[config.mk]
export PLATFORM = sky130hd
export DESIGN_NAME = reg_scoreboard
export DESIGN_NICKNAME = d
export VERILOG_FILES = /design/src/rtl/reg_scoreboard.sv
export SDC_FILE = /design/constraint.sdc
export NUM_CORES = 1
export LEC_CHECK = 0
export BUFFER_PORTS_ARGS = -buffer_cell sky130_fd_sc_hd__clkbuf_2
export CAP_MARGIN = 15
export CORE_MARGIN = 2
export CORE_UTILIZATION = 35
export DETAILED_ROUTE_END_ITERATION = 7
export PLACE_DENSITY = 0.68
export SLEW_MARGIN = 30
export SYNTH_ARGS = -nofsm -noshare
export SYNTH_HDL_FRONTEND = slang
export SYNTH_SLANG_ARGS = --single-unit
[constraint.sdc]
create_clock -name clk -period 4.4 [get_ports clk]
set_input_delay 0.22 -clock clk [delete_from_list [all_inputs] [get_ports clk]]
set_output_delay 0.22 -clock clk [all_outputs]
set_load 0.02 [all_outputs]
[src/rtl/reg_scoreboard.sv]
// reg_scoreboard
// Register-hazard scheduler for the MIPS ID stage. It keeps one pending bit
// per GPR that has a long-latency (load) write in flight. Each cycle it decides
// whether the ID instruction may issue or must stall.
//
// Ports:
//   clk, rst            rising-edge clock; asynchronous active-high reset
//   id_valid, id_flush  ID holds a valid instruction / kill it this cycle
//   reg_read_en_1/2     operand read enables
//   reg_addr_1/2        operand GPR addresses
//   reg_write_en        ID instruction writes a GPR
//   reg_write_addr      destination GPR address
//   id_is_load          destination is written with long latency
//   wb_done, wb_addr    long-latency write completion and its GPR
//   stall_req, issue    combinational stall / advance decision
//   pending_mask        registered pending bit per GPR
//   pending_count       registered popcount of pending_mask
//   sb_error            sticky protocol-error flag
module reg_scoreboard #(
  parameter int REG_COUNT   = 32,
  parameter int ADDR_WIDTH  = 5,
  parameter int MAX_PENDING = 4
) (
  input  logic                  clk,
  input  logic                  rst,
  input  logic                  id_valid,
  input  logic                  id_flush,
  input  logic                  reg_read_en_1,
  input  logic [ADDR_WIDTH-1:0] reg_addr_1,
  input  logic                  reg_read_en_2,
  input  logic [ADDR_WIDTH-1:0] reg_addr_2,
  input  logic                  reg_write_en,
  input  logic [ADDR_WIDTH-1:0] reg_write_addr,
  input  logic                  id_is_load,
  input  logic                  wb_done,
  input  logic [ADDR_WIDTH-1:0] wb_addr,
  output logic                  stall_req,
  output logic                  issue,
  output logic [REG_COUNT-1:0]  pending_mask,
  output logic [ADDR_WIDTH:0]   pending_count,
  output logic                  sb_error
);

  localparam logic [ADDR_WIDTH:0] MAX_PEND_C = MAX_PENDING[ADDR_WIDTH:0];

  logic [REG_COUNT-1:0] pending_mask_q, pending_mask_d;
  logic [ADDR_WIDTH:0]  pending_count_q, pending_count_d;
  logic                 sb_error_q, sb_error_d;

  logic [REG_COUNT-1:0] clr, set, eff;
  logic                 clr_any, set_any;
  logic                 hazard;
  logic                 wr_nonzero;
  logic                 wb_unmatched;
  logic [ADDR_WIDTH:0]  count_after_clr;

  always_comb begin
    clr          = '0;
    wb_unmatched = 1'b0;
    if (wb_done && (wb_addr != '0)) begin
      if (pending_mask_q[wb_addr]) clr[wb_addr] = 1'b1;
      else                         wb_unmatched = 1'b1;
    end
    clr_any = (clr != '0);
    // A completing write is forwarded in its own cycle, so it must not hazard.
    eff = pending_mask_q & ~clr;
  end

  always_comb begin
    wr_nonzero      = reg_write_en && (reg_write_addr != '0);
    count_after_clr = pending_count_q - {{ADDR_WIDTH{1'b0}}, clr_any};
    hazard = 1'b0;
    if (reg_read_en_1 && (reg_addr_1 != '0) && eff[reg_addr_1]) hazard = 1'b1;
    if (reg_read_en_2 && (reg_addr_2 != '0) && eff[reg_addr_2]) hazard = 1'b1;
    if (wr_nonzero && eff[reg_write_addr])                      hazard = 1'b1;
    // Capacity only limits loads; a completion this cycle frees one slot.
    if (id_is_load && wr_nonzero && (count_after_clr == MAX_PEND_C)) hazard = 1'b1;

    stall_req = id_valid && !id_flush && hazard;
    issue     = id_valid && !id_flush && !hazard;
  end

  always_comb begin
    set = '0;
    if (issue && id_is_load && wr_nonzero) set[reg_write_addr] = 1'b1;
    set_any = (set != '0);

    // Set after clear: a load re-targeting a completing register keeps the bit.
    pending_mask_d  = (pending_mask_q & ~clr) | set;
    pending_count_d = pending_count_q + {{ADDR_WIDTH{1'b0}}, set_any}
                                      - {{ADDR_WIDTH{1'b0}}, clr_any};
    sb_error_d      = sb_error_q || wb_unmatched || (pending_count_q > MAX_PEND_C);
  end

  always_ff @(posedge clk or posedge rst) begin
    if (rst) begin
      pending_mask_q  <= '0;
      pending_count_q <= '0;
      sb_error_q      <= 1'b0;
    end else begin
      pending_mask_q  <= pending_mask_d;
      pending_count_q <= pending_count_d;
      sb_error_q      <= sb_error_d;
    end
  end

  assign pending_mask  = pending_mask_q;
  assign pending_count = pending_count_q;
  assign sb_error      = sb_error_q;

endmodule
==> metrics.log <==
[metrics] outcome: finished, violations left
[metrics] violations in the final reports: DRC, setup timing
[metrics] minimum period implied by the final worst setup slack: 4.47 ns
[metrics] GR Overflow Total: 0
[metrics] Post-Synthesis Net Count: 582
[metrics] critical path arrival: 4.66 ns
[metrics] Routability Congestion: 1.08
[metrics] unrepaired setup endpoints after global routing: true
[metrics] ports placed on the boundary: 70
[metrics] Core ar.: 11,500 um^2
[metrics] Mean Syn Cell Area: 7.77 um^2
[metrics] leakage power: 2.50 nW
[metrics] insertion delay to the later sink of the worst-skew pair: 0.30 ns
[metrics] Root Driver: sky130_fd_sc_hd__clkbuf_16
[metrics] pin count of the biggest net entering global routing: 40
[metrics] Setup WS pre-CTS: -0.334 ns
[metrics] reg2reg start: pending_mask[27]
[metrics] buffer levels on the longest clock path: 2
[metrics] most instantiated cells after synthesis: 42 x sky130_fd_sc_hd__nand2_1, 41 x sky130_fd_sc_hd__o21ai_0, 39 x sky130_fd_sc_hd__dfrtp_1
[metrics] DRT Pass-1 Iters: 8
[metrics] DRC: 3
[metrics] total of flip-flops plus latches after synthesis: 39
[metrics] global-route wire length before repair: 30,000 um
[metrics] max_cap viols: 0
[metrics] die span in x: 113 um
[metrics] Hold Violations, Final: 0
[metrics] die area: 12,800 um^2
[metrics] Worst setup startpoint: pending_mask[27]
[metrics] number of library cell types mapped by synthesis: 70
[metrics] nature of the critical path endpoint: flop
[metrics] cell row count: 39
[metrics] path category of the worst min-delay check: input pin to async pin
[metrics] total number of yosys warnings: 0
[metrics] Post-CTS Hold Fix Bufs: 0
[metrics] count of buffers from port buffering: 69
[metrics] top cell type by total area after synthesis: sky130_fd_sc_hd__dfrtp_1
[metrics] proportion of synthesized chip area in sequential cells: 0.234
[metrics] type of the worst setup path: flop to flop
[metrics] data required time at the worst endpoint: 4.58 ns
[metrics] Max-slew headroom: 0.518
[metrics] clock tree from TritonCTS: built
[metrics] summed instance area of the synthesized netlist: 4170 um^2
[metrics] Clock Sinks: 39
[metrics] share of flip-flops with an asynchronous set or reset after synthesis: 1.00
[metrics] slack of the critical path: -0.0738 ns
[metrics] setup skew after layout: 0.00997 ns
[metrics] Antenna Diode Count: 0
[metrics] sort of element at the start of the critical path: flop
[metrics] cell count of the worst reg-to-reg path: 19
[metrics] Pins Over Slew Limit: 0
[metrics] largest voltage drop on the vdd net: 0.445 mV
[metrics] post-layout power: 1.81 mW
[metrics] fraction of layout instances using a drive strength above 1: 0.360
[metrics] fmax: 224 MHz
[metrics] wire length per cell: 23.9 um
[metrics] number of violations reported at the end of detailed-routing iteration 0: 821
[metrics] half-perimeter wire length of the detailed placement result: 15,600 um
[metrics] number of antenna-violating nets in the routed design: 0
[metrics] Synth-to-Final Area Change: 41.9%
[metrics] leading post-synthesis cells by cell area: sky130_fd_sc_hd__dfrtp_1 23%, sky130_fd_sc_hd__o31ai_1 5.9%, sky130_fd_sc_hd__o21ai_0 4.9%
[metrics] Setup Viol. Count Final: 3
[metrics] critical-path maximum fanout: 7
[metrics] final period utilization: 1.02
[metrics] Routed WL: 20,300 um
[metrics] deepest level of the CTS H-tree: 2
[metrics] average vias per placed instance: 6.31
[metrics] number of nets in the final layout: 750
[metrics] primary flip-flop cell chosen by synthesis mapping: sky130_fd_sc_hd__dfrtp_1
[metrics] number of antenna violations at the first check in global routing: 0
[metrics] portion of synthesized cell area occupied by the leading cell type: 0.234
[metrics] P per Cell Area: 307 nW/um^2
[metrics] clock-pin slew on the worst setup and hold paths: 0.07 ns
[metrics] number of buffers created by CTS: 5
[metrics] most frequent cell after synthesis: sky130_fd_sc_hd__nand2_1
[metrics] number of global-route vias before repair: 5,145
[metrics] instance count of the mapped netlist: 537
[metrics] Worst Max-Slew Pin Slew: 0.721 ns
[metrics] Post-synth EDFFs: 0
[metrics] total vias in the final route: 5,357
[metrics] Total GRT Usage: 0.307
[metrics] starting utilization of the core area: 0.362
[metrics] total negative slack for setup checks: -0.169 ns
[metrics] height of the chip: 113 um
==> metal layers <==
layer | up-vias | wire length [um] | GRT usage
met2 | 362 | 8970 | 0.475
met4 | 0 | 1020 | 0.157
met1 | 2547 | 8250 | 0.408
li1 | 2388 | - | -
met3 | 60 | 2000 | 0.0568
met5 | - | 0 | 0
==> sequential cells by signal, indices dropped and copies added, names as in the netlist <==
register       flops
pending_count      6
sb_error           1
pending_mask      32
==> worst max-delay path: stages, from the launching register on <==
cell and delay, ns:
sky130_fd_sc_hd__dfrtp_2 0.39, sky130_fd_sc_hd__mux2i_1 0.08, sky130_fd_sc_hd__a311oi_1 0.32, sky130_fd_sc_hd__nand3_1 0.18, sky130_fd_sc_hd__and4_4 0.23, sky130_fd_sc_hd__clkbuf_16 0.17
sky130_fd_sc_hd__o311ai_1 0.32, sky130_fd_sc_hd__nand4b_1 0.14, sky130_fd_sc_hd__a221o_1 0.37, sky130_fd_sc_hd__a31o_1 0.19, sky130_fd_sc_hd__a32o_2 0.26, sky130_fd_sc_hd__or4_4 0.50
sky130_fd_sc_hd__ha_4 0.25, sky130_fd_sc_hd__inv_2 0.06, sky130_fd_sc_hd__ha_4 0.12, sky130_fd_sc_hd__inv_2 0.04, sky130_fd_sc_hd__fa_2 0.35, sky130_fd_sc_hd__o21bai_1 0.16
sky130_fd_sc_hd__a21oi_2 0.08, sky130_fd_sc_hd__xor2_1 0.14
==> metrics by stage <==
stage / util / hold slack [ns] / area [um^2] / instances
after global placement: 0.480 / 0.349 / 5530 / 837
after detailed placement: 0.480 / 0.372 / 5530 / 837
final: 0.514 / 0.0288 / 5920 / 849
after CTS: 0.500 / 0.0578 / 5750 / 845
after floorplan: - / 0.425 / 4190 / 537
after global routing: 0.514 / 0.0820 / 5920 / 849
==> area by class of cell <==
class | instances | area, um^2
fillers | 1103 | 5600
multi-input cells | 437 | 3110
repair buffers | 203 | 1410
flip-flops and latches | 39 | 980
well taps | 143 | 179
clock buffers | 5 | 125
inverters | 19 | 71.3
clock inverters | 3 | 47.5
==> cell usage in the layout, fill, tap and decap left out, types with 6 or more instances in the layout <==
master and n:
sky130_fd_sc_hd__mux2i_1 20, sky130_fd_sc_hd__buf_4 128, sky130_fd_sc_hd__clkbuf_16 6, sky130_fd_sc_hd__o22ai_1 12, sky130_fd_sc_hd__a21oi_1 13, sky130_fd_sc_hd__a31oi_1 10
sky130_fd_sc_hd__nor2_1 29, sky130_fd_sc_hd__nand2b_1 16, sky130_fd_sc_hd__nand2_1 42, sky130_fd_sc_hd__nor2b_1 16, sky130_fd_sc_hd__a22oi_1 6, sky130_fd_sc_hd__o31ai_1 22
sky130_fd_sc_hd__nand4_1 6, sky130_fd_sc_hd__clkbuf_2 69, sky130_fd_sc_hd__o21ai_0 38, sky130_fd_sc_hd__o31ai_4 6, sky130_fd_sc_hd__dfrtp_1 36, sky130_fd_sc_hd__ha_1 13
sky130_fd_sc_hd__inv_1 17, sky130_fd_sc_hd__nand3_1 26, sky130_fd_sc_hd__nor3_1 23, sky130_fd_sc_hd__xnor2_1 6, sky130_fd_sc_hd__or3_1 20
==> logic make-up (layout without fill, tap and decap cells) <==
family	count (synthesis)	after routing	share of synthesized area
buf+inv	61	230	0.0648
mux	25	25	0.0642
flops	39	39	0.234
xor+xnor	9	9	0.0189
simple gates	208	208	0.264
compound gates	179	179	0.304
fa+ha+maj	16	16	0.0498
==> power breakdown <==
group | internal [mW] | switching [mW] | total, mW
clock | 0.271 | 0.170 | 0.440
sequential | 0.411 | 0.0495 | 0.461
combinational | 0.377 | 0.536 | 0.913
==> what timing repair did <==
item / in CTS / in global routing
setup endpoints to repair: 5 / 4
cloned: 0 / 2
pin swaps: 8 / 17
setup buffers: 0 / 2
resized for setup: 10 / 25
==> final timing paths <==
kind,to,slack (ns)
setup / recovery,pending_count[4],-0.07
hold / removal,pending_mask[19],0.03
setup reg to reg,pending_count[4],-0.07
hold reg to reg,sb_error,0.50
max in group asynchronous,pending_mask[10],3.95
min in group clk,sb_error,0.41
Power figures use the tool's default switching activity.
